**src/rtl/cmp_stim_sequencer.sv**
```systemverilog
// ============================================================================
// Module   : cmp_stim_sequencer
// Brief    : Drives A/B stimulus to a 4-bit comparator, scores its R_in result.
//            Define CMP_SEQ_EXHAUSTIVE_EN for all 256 pairs instead of 10 fixed.
// Revision : 1.0  initial release
// ============================================================================
`default_nettype none

module cmp_stim_sequencer #(
  parameter int SETTLE_CYCLES = 2
) (
  input  logic       clk,
  input  logic       rst,
  input  logic       start,
  input  logic [2:0] R_in,
  output logic [3:0] A,
  output logic [3:0] B,
  output logic       busy,
  output logic       done,
  output logic [8:0] pass_count,
  output logic [8:0] fail_count,
  output logic       fail_flag,
  output logic [7:0] first_fail_idx
);

`ifdef CMP_SEQ_EXHAUSTIVE_EN
  localparam int NUM_VEC = 256;
`else
  localparam int NUM_VEC = 10;
`endif
  localparam logic [7:0] LAST_IDX    = 8'(NUM_VEC - 1);
  localparam logic [3:0] SETTLE_LAST = 4'(SETTLE_CYCLES - 1);

  typedef enum logic [2:0] {
    IDLE   = 3'd0,
    DRIVE  = 3'd1,
    SETTLE = 3'd2,
    CHECK  = 3'd3,
    DONE   = 3'd4
  } state_t;

  // Returns {A, B} for vector index idx.
  function automatic logic [7:0] vec_ab(input logic [7:0] idx);
`ifdef CMP_SEQ_EXHAUSTIVE_EN
    return idx;
`else
    case (idx)
      8'd0:    return 8'h52;
      8'd1:    return 8'hCC;
      8'd2:    return 8'h25;
      8'd3:    return 8'hAC;
      8'd4:    return 8'hF0;
      8'd5:    return 8'h55;
      8'd6:    return 8'h0F;
      8'd7:    return 8'h87;
      8'd8:    return 8'h33;
      8'd9:    return 8'hDA;
      default: return 8'h00;
    endcase
`endif
  endfunction

  state_t     state_q, state_d;
  logic [3:0] a_q, a_d;
  logic [3:0] b_q, b_d;
  logic [7:0] idx_q, idx_d;
  logic [3:0] settle_q, settle_d;
  logic       done_q, done_d;
  logic [8:0] pass_q, pass_d;
  logic [8:0] fail_q, fail_d;
  logic       flag_q, flag_d;
  logic [7:0] ffi_q, ffi_d;

  logic [2:0] expected;
  logic [7:0] cur_vec;

  assign expected = {a_q > b_q, a_q == b_q, a_q < b_q};
  assign cur_vec  = vec_ab(idx_q);

  always_comb begin
    state_d  = state_q;
    a_d      = a_q;
    b_d      = b_q;
    idx_d    = idx_q;
    settle_d = settle_q;
    done_d   = done_q;
    pass_d   = pass_q;
    fail_d   = fail_q;
    flag_d   = flag_q;
    ffi_d    = ffi_q;

    case (state_q)
      IDLE, DONE: begin
        if (start) begin
          state_d = DRIVE;
          idx_d   = 8'd0;
          done_d  = 1'b0;
          pass_d  = 9'd0;
          fail_d  = 9'd0;
          flag_d  = 1'b0;
          ffi_d   = 8'd0;
        end
      end
      DRIVE: begin
        a_d      = cur_vec[7:4];
        b_d      = cur_vec[3:0];
        settle_d = 4'd0;
        state_d  = SETTLE;
      end
      SETTLE: begin
        if (settle_q == SETTLE_LAST) begin
          state_d = CHECK;
        end else begin
          settle_d = settle_q + 4'd1;
        end
      end
      CHECK: begin
        // Anything but the exact one-hot code (incl. 000, multi-hot) fails.
        if (R_in == expected) begin
          pass_d = pass_q + 9'd1;
        end else begin
          fail_d = fail_q + 9'd1;
          if (!flag_q) begin
            flag_d = 1'b1;
            ffi_d  = idx_q;
          end
        end
        if (idx_q == LAST_IDX) begin
          state_d = DONE;
          done_d  = 1'b1;
        end else begin
          idx_d   = idx_q + 8'd1;
          state_d = DRIVE;
        end
      end
      default: state_d = IDLE;
    endcase
  end

  always_ff @(posedge clk) begin
    if (rst) begin
      state_q  <= IDLE;
      a_q      <= 4'd0;
      b_q      <= 4'd0;
      idx_q    <= 8'd0;
      settle_q <= 4'd0;
      done_q   <= 1'b0;
      pass_q   <= 9'd0;
      fail_q   <= 9'd0;
      flag_q   <= 1'b0;
      ffi_q    <= 8'd0;
    end else begin
      state_q  <= state_d;
      a_q      <= a_d;
      b_q      <= b_d;
      idx_q    <= idx_d;
      settle_q <= settle_d;
      done_q   <= done_d;
      pass_q   <= pass_d;
      fail_q   <= fail_d;
      flag_q   <= flag_d;
      ffi_q    <= ffi_d;
    end
  end

  assign A              = a_q;
  assign B              = b_q;
  assign busy           = (state_q == DRIVE) || (state_q == SETTLE) || (state_q == CHECK);
  assign done           = done_q;
  assign pass_count     = pass_q;
  assign fail_count     = fail_q;
  assign fail_flag      = flag_q;
  assign first_fail_idx = ffi_q;

endmodule

`default_nettype wire

```
**config.mk**
```make
export PLATFORM = sky130hd
export DESIGN_NAME = cmp_stim_sequencer
export DESIGN_NICKNAME = d
export VERILOG_FILES = /design/src/rtl/cmp_stim_sequencer.sv
export SDC_FILE = /design/constraint.sdc
export NUM_CORES = 1
export LEC_CHECK = 0
export BUFFER_PORTS_ARGS = -buffer_cell sky130_fd_sc_hd__buf_2
export CORE_MARGIN = 8
export CORE_UTILIZATION = 45
export CTS_BUF_LIST = sky130_fd_sc_hd__clkbuf_2
export DETAILED_ROUTE_END_ITERATION = 7
export PLACE_DENSITY = 0.77
export SETUP_SLACK_MARGIN = 0.2
export SLEW_MARGIN = 20
export SYNTH_ARGS = -nofsm -noshare
export SYNTH_HDL_FRONTEND = slang
export SYNTH_SLANG_ARGS = --single-unit
```
**constraint.sdc**
```tcl
create_clock -name clk -period 3.43 [get_ports clk]
set_clock_uncertainty 0.1 [all_clocks]
set_input_delay 0.686 -clock clk [delete_from_list [all_inputs] [get_ports clk]]
set_output_delay 0.686 -clock clk [all_outputs]
set_load 0.02 [all_outputs]
```
==> results.sh, run 1 <==
export IMPL_synth_seq_area_share=0.413
export IMPL_dp_hpwl_mm=4.72
export IMPL_first_pass_iters=5
export IMPL_dpl_worst_slack_ns=0.535
export IMPL_cts_tree="done"
export IMPL_detail_route_iter0_violations=134
export IMPL_crit_path_end_kind="register"
export IMPL_synth_cells=326
export IMPL_antenna_cells=0
export IMPL_postRouteAntennaNets=0
export IMPL_start_kind="register"
export IMPL_final_common_cell="dfxtp_1"
export IMPL_mostFrequentLayoutCells="dfxtp_1 (59), buf_2 (42), a21oi_1 (33)"
export IMPL_grt_first_pass_wirelength_mm=10.9
export IMPL_numCtsBuffers=9
export IMPL_syn_num_nets=345
export IMPL_cts_sinks=59
export IMPL_peakVddDrop_mv=0.352
export IMPL_clk_path_buf_depth=2
export IMPL_post_dp_cell_area_um2=3130
export IMPL_max_freq_mhz=338
export IMPL_wl_per_cell_um=14.4
export IMPL_rsz0062_at_grt="no"
export IMPL_post_route_drc_count=0
export IMPL_cp_required_ns=3.77
export IMPL_cap_violations=0
export IMPL_antenna_found_initial=0
export IMPL_status="finished, final reports clean"
export IMPL_multiInputGateArea_um2=1570
export IMPL_hold_class="reg2reg"
export IMPL_synth_top_cell_area_share=0.413
export IMPL_yosys_cell_types_count=55
export IMPL_die_h_um=95.7
export IMPL_layout_nets=388
export IMPL_globalplace_congestion=0.877
export IMPL_slew_violations=0
export IMPL_clk_pin_slew_worst_paths_ns=0.15
export IMPL_tns_ns=0
export IMPL_finalSetupViolations=0
export IMPL_synth_area_top_cells="dfxtp_1 (41%), a21oi_1 (5.8%), ha_1 (5.7%)"
export IMPL_clock_root_buffer="clkbuf_2"
export IMPL_floorplan_die_area_um2=9150
export IMPL_die_w_um=95.7
export IMPL_slew_headroom=0.441
export IMPL_num_vias=2540
export IMPL_yosysTopAreaCell="dfxtp_1"
export IMPL_ys_flop_type="dfxtp_1"
export IMPL_cts_setup_buffers=0
export IMPL_pin_count=43
export IMPL_hold_viol=0
export IMPL_cts_resized=0
export IMPL_core_area_um2=6240
export IMPL_hold_buffers=0
export IMPL_design_area_um2=3210
export IMPL_cts_htree_levels=3
export IMPL_totalWireLength_mm=6.51
export IMPL_regArea_um2=1180
export IMPL_fillerInstances=606
export IMPL_async_flop_share=0
export IMPL_grt_max_degree=34
export IMPL_io_buffers=42
export IMPL_synth_edff_count=0
export IMPL_layout_drive_gt1_share=0.195
export IMPL_max_slew_worst_pin_slew_ns=0.833
export IMPL_setup_slack_ns=0.473
export IMPL_yosys_warnings=0
export IMPL_grt_pass1_vias=2366
export IMPL_rows=29
export IMPL_fin_crit_sh=0.862
export IMPL_synth_seq_cells=59
export IMPL_track_usage=0.152
export IMPL_viasPerCell=5.63
export IMPL_syn2layout_area_growth_pct=12.2
export IMPL_crit_fanout=7
export IMPL_insertion_delay_ns=0.50
export IMPL_critPathKind="reg2reg"
export IMPL_worstPathArrival_ns=3.30
export IMPL_total_power_mw=1.58
export IMPL_min_period_ns=2.96
export IMPL_grt_remaining_overflow=0
export IMPL_pwr_density_cell_nw_per_um2=494
export IMPL_r2r_cells=8
export IMPL_netlist_area_um2=2860
export IMPL_p_leak_nw=1.38
export IMPL_holdPathStages=1
export IMPL_avgSynthCellArea_um2=8.76
export IMPL_initial_core_util=0.458
-- metal layers --
metal	GRT usage	vias up	wire (µm)
li1	-	1275	-
met1	0.174	1196	2890
met5	0	-	0
met4	0.0602	0	101
met3	0.0535	13	413
met2	0.253	56	3110
-- worst paths after layout --
path                               start  endpoint  slack (ns)
worst max-delay path            idx_q[4]  register        0.47
worst min-delay path            register      A[3]        0.36
worst min register to register  register      A[3]        0.36
worst max register to register  idx_q[4]  register        0.47
-- power by group --
part / switching [mW] / total [mW] / internal (mW)
registers: 0.0521 / 0.786 / 0.734
clock network: 0.244 / 0.341 / 0.0976
logic: 0.305 / 0.457 / 0.151
total: 0.601 / 1.58 / 0.983
-- layout make-up --
class / instances / area share
multi-input cells: 239 / 0.488
flip-flops and latches: 59 / 0.368
repair buffers: 44 / 0.0703
well taps: 77 / 0.0301
clock buffers: 12 / 0.0187
inverters: 16 / 0.0187
clock inverters: 4 / 0.00546
-- Yosys cell counts, types with 5 or more instances --
library cell,number
ha_1,13
nand4_1,7
xor2_1,10
and3_1,11
a22o_1,9
o21ai_0,9
nand2_1,20
nor3_1,9
a21oi_1,33
a211o_1,5
inv_1,15
dfxtp_1,59
nor2_1,30
nand3_1,19
clkbuf_1,8
-- logic make-up (layout without fill, tap and decap cells) --
kind of cell	after synthesis	after routing	synth area share
AND/OR/NAND/NOR	126	126	0.236
AO/OA/AOI/OAI	84	84	0.205
flip-flops	59	59	0.413
buffers and inverters	28	76	0.0385
XOR/XNOR	14	14	0.0429
adder cells (fa/ha/maj)	13	13	0.0569
multiplexers	2	2	0.00745
-- through the flow --
stage,utilization,instances,hold slack [ns]
final,0.514,451,0.361
after global routing,0.514,451,0.366
after CTS,0.514,451,0.342
after detailed placement,0.501,435,0.338
after global placement,0.501,435,0.333
after floorplan,-,326,0.326
-- critical path, cell delays in order (launching register included) --
cell     delay (ns)
dfxtp_1        0.39
or4_1          0.69
o31ai_4        0.47
a32oi_4        0.22
nor2_4         0.17
inv_1          0.08
ha_1           0.29
or3_1          0.34
a21oi_1        0.14
Note: power is estimated with default switching activity, not from simulation.
==> run 2, diff against run 1 <==
==> constraint.sdc (replaced) <==
create_clock -name clk -period 3.43 [get_ports clk]
set_clock_uncertainty 0.1 [all_clocks]
set_input_delay 0.1715 -clock clk [delete_from_list [all_inputs] [get_ports clk]]
set_output_delay 0.1715 -clock clk [all_outputs]
set_load 0.02 [all_outputs]
==> results.sh, run 2 (synthesized netlist as in run 1, its figures left out) <==
export IMPL_layout_drive_gt1_share=0.189
export IMPL_first_pass_iters=4
export IMPL_globalplace_congestion=0.870
export IMPL_viasPerCell=5.64
export IMPL_rows=29
export IMPL_antenna_cells=0
export IMPL_rsz0062_at_grt="no"
export IMPL_mostFrequentLayoutCells="dfxtp_1 (59), buf_2 (42), a21oi_1 (33)"
export IMPL_cts_sinks=59
export IMPL_initial_core_util=0.458
export IMPL_start_kind="register"
export IMPL_max_slew_worst_pin_slew_ns=0.895
export IMPL_min_period_ns=2.94
export IMPL_cap_violations=0
export IMPL_worstPathArrival_ns=3.26
export IMPL_post_dp_cell_area_um2=3130
export IMPL_final_common_cell="dfxtp_1"
export IMPL_insertion_delay_ns=0.49
export IMPL_dp_hpwl_mm=4.84
export IMPL_postRouteAntennaNets=0
export IMPL_design_area_um2=3230
export IMPL_multiInputGateArea_um2=1570
export IMPL_finalSetupViolations=0
export IMPL_totalWireLength_mm=6.68
export IMPL_max_freq_mhz=340
export IMPL_grt_remaining_overflow=0
export IMPL_cts_tree="done"
export IMPL_layout_nets=391
export IMPL_switching_share=0.388
export IMPL_dp_cells=435
export IMPL_cts_htree_levels=3
export IMPL_stdcell_count=453
export IMPL_p_leak_nw=1.39
export IMPL_track_usage=0.155
export IMPL_io_buffers=42
export IMPL_floorplan_die_area_um2=9150
export IMPL_fillerInstances=599
export IMPL_p_int_mw=0.970
export IMPL_die_w_um=95.7
export IMPL_p_sw_mw=0.614
export IMPL_cp_required_ns=3.75
export IMPL_wl_per_cell_um=14.7
export IMPL_hold_viol=0
export IMPL_detail_route_iter0_violations=112
export IMPL_status="finished, final reports clean"
export IMPL_pwr_density_cell_nw_per_um2=490
export IMPL_syn2layout_area_growth_pct=13.1
export IMPL_critPathKind="reg2reg"
export IMPL_crit_path_end_kind="register"
export IMPL_combPwrFrac=0.293
export IMPL_tns_ns=0
export IMPL_clk_path_buf_depth=2
export IMPL_slew_headroom=0.399
export IMPL_grt_first_pass_wirelength_mm=11.3
export IMPL_pwr_share_clk=0.211
export IMPL_slew_violations=0
export IMPL_seq_power_share=0.496
export IMPL_hold_class="in2reg"
export IMPL_pin_count=43
export IMPL_core_area_um2=6240
export IMPL_grt_pass1_vias=2405
export IMPL_clock_root_buffer="clkbuf_2"
export IMPL_numCtsBuffers=9
export IMPL_clk_pin_slew_worst_paths_ns=0.16
export IMPL_crit_fanout=7
export IMPL_antenna_found_initial=0
export IMPL_grt_max_degree=20
export IMPL_peakVddDrop_mv=0.314
export IMPL_num_vias=2554
export IMPL_die_h_um=95.7
export IMPL_regArea_um2=1180
export IMPL_fin_crit_sh=0.857
export IMPL_post_route_drc_count=0
## run 2: final cells by class
type                       count  share of cell area
tap                           77              0.0298
multi-input combinational    239               0.485
inverter                      16              0.0186
clock inverter                 5             0.00659
sequential                    59               0.366
timing repair buffer          47              0.0790
clock buffer                  10              0.0155
## run 2: worst paths after layout
path                 start            end  slack (ns)  cells past startpoint
setup / recovery  idx_q[4]       register        0.49                      8
hold / removal     R_in[0]  pass_count[1]        0.21                      5
setup reg to reg  idx_q[4]       register        0.49                      8
hold reg to reg   register           B[0]        0.34                      1
## run 2: what timing repair did
item / 4_1_cts / 5_1_grt
setup buffers: 0 / 0
gates resized for setup: 0 / 0
endpoints found under the hold margin: 12 / 0
hold buffers: 3 / 0
## run 2: per-layer routing
metal	up-vias	part of all wire	GRT usage
li1	1274	-	-
met1	1208	0.45	0.184
met2	64	0.47	0.255
met3	8	0.074	0.0449
met4	0	0.014	0.0627
met5	-	0	0
## run 2: metrics by stage
step | power (mW) | hold slack, ns | setup WS (ns) | utilization
final | 1.58 | 0.215 | 0.489 | 0.517
after global routing | 1.69 | 0.232 | 0.325 | 0.517
after CTS | 1.59 | 0.198 | 0.508 | 0.517
after detailed placement | 1.26 | 0.335 | 0.532 | 0.501
after global placement | 1.24 | 0.332 | 0.645 | 0.501
after floorplan | 1.14 | 0.211 | 0.772 | -
## run 2: worst max-delay path: stages, from the launching register on
cell	delay, ns
dfxtp_1	0.39
or4_1	0.68
o31ai_4	0.45
a32oi_4	0.22
nor2_4	0.18
inv_1	0.08
ha_1	0.29
or3_1	0.35
a21oi_1	0.14
## run 2: power by group through the flow
stage / Combinational [mW] / Clock (mW) / Sequential (mW)
after floorplan: 0.333 / 0 / 0.803
after global placement: 0.446 / 0 / 0.797
after detailed placement: 0.458 / 0 / 0.799
after CTS: 0.465 / 0.341 / 0.785
after global routing: 0.517 / 0.378 / 0.794
final: 0.465 / 0.334 / 0.785
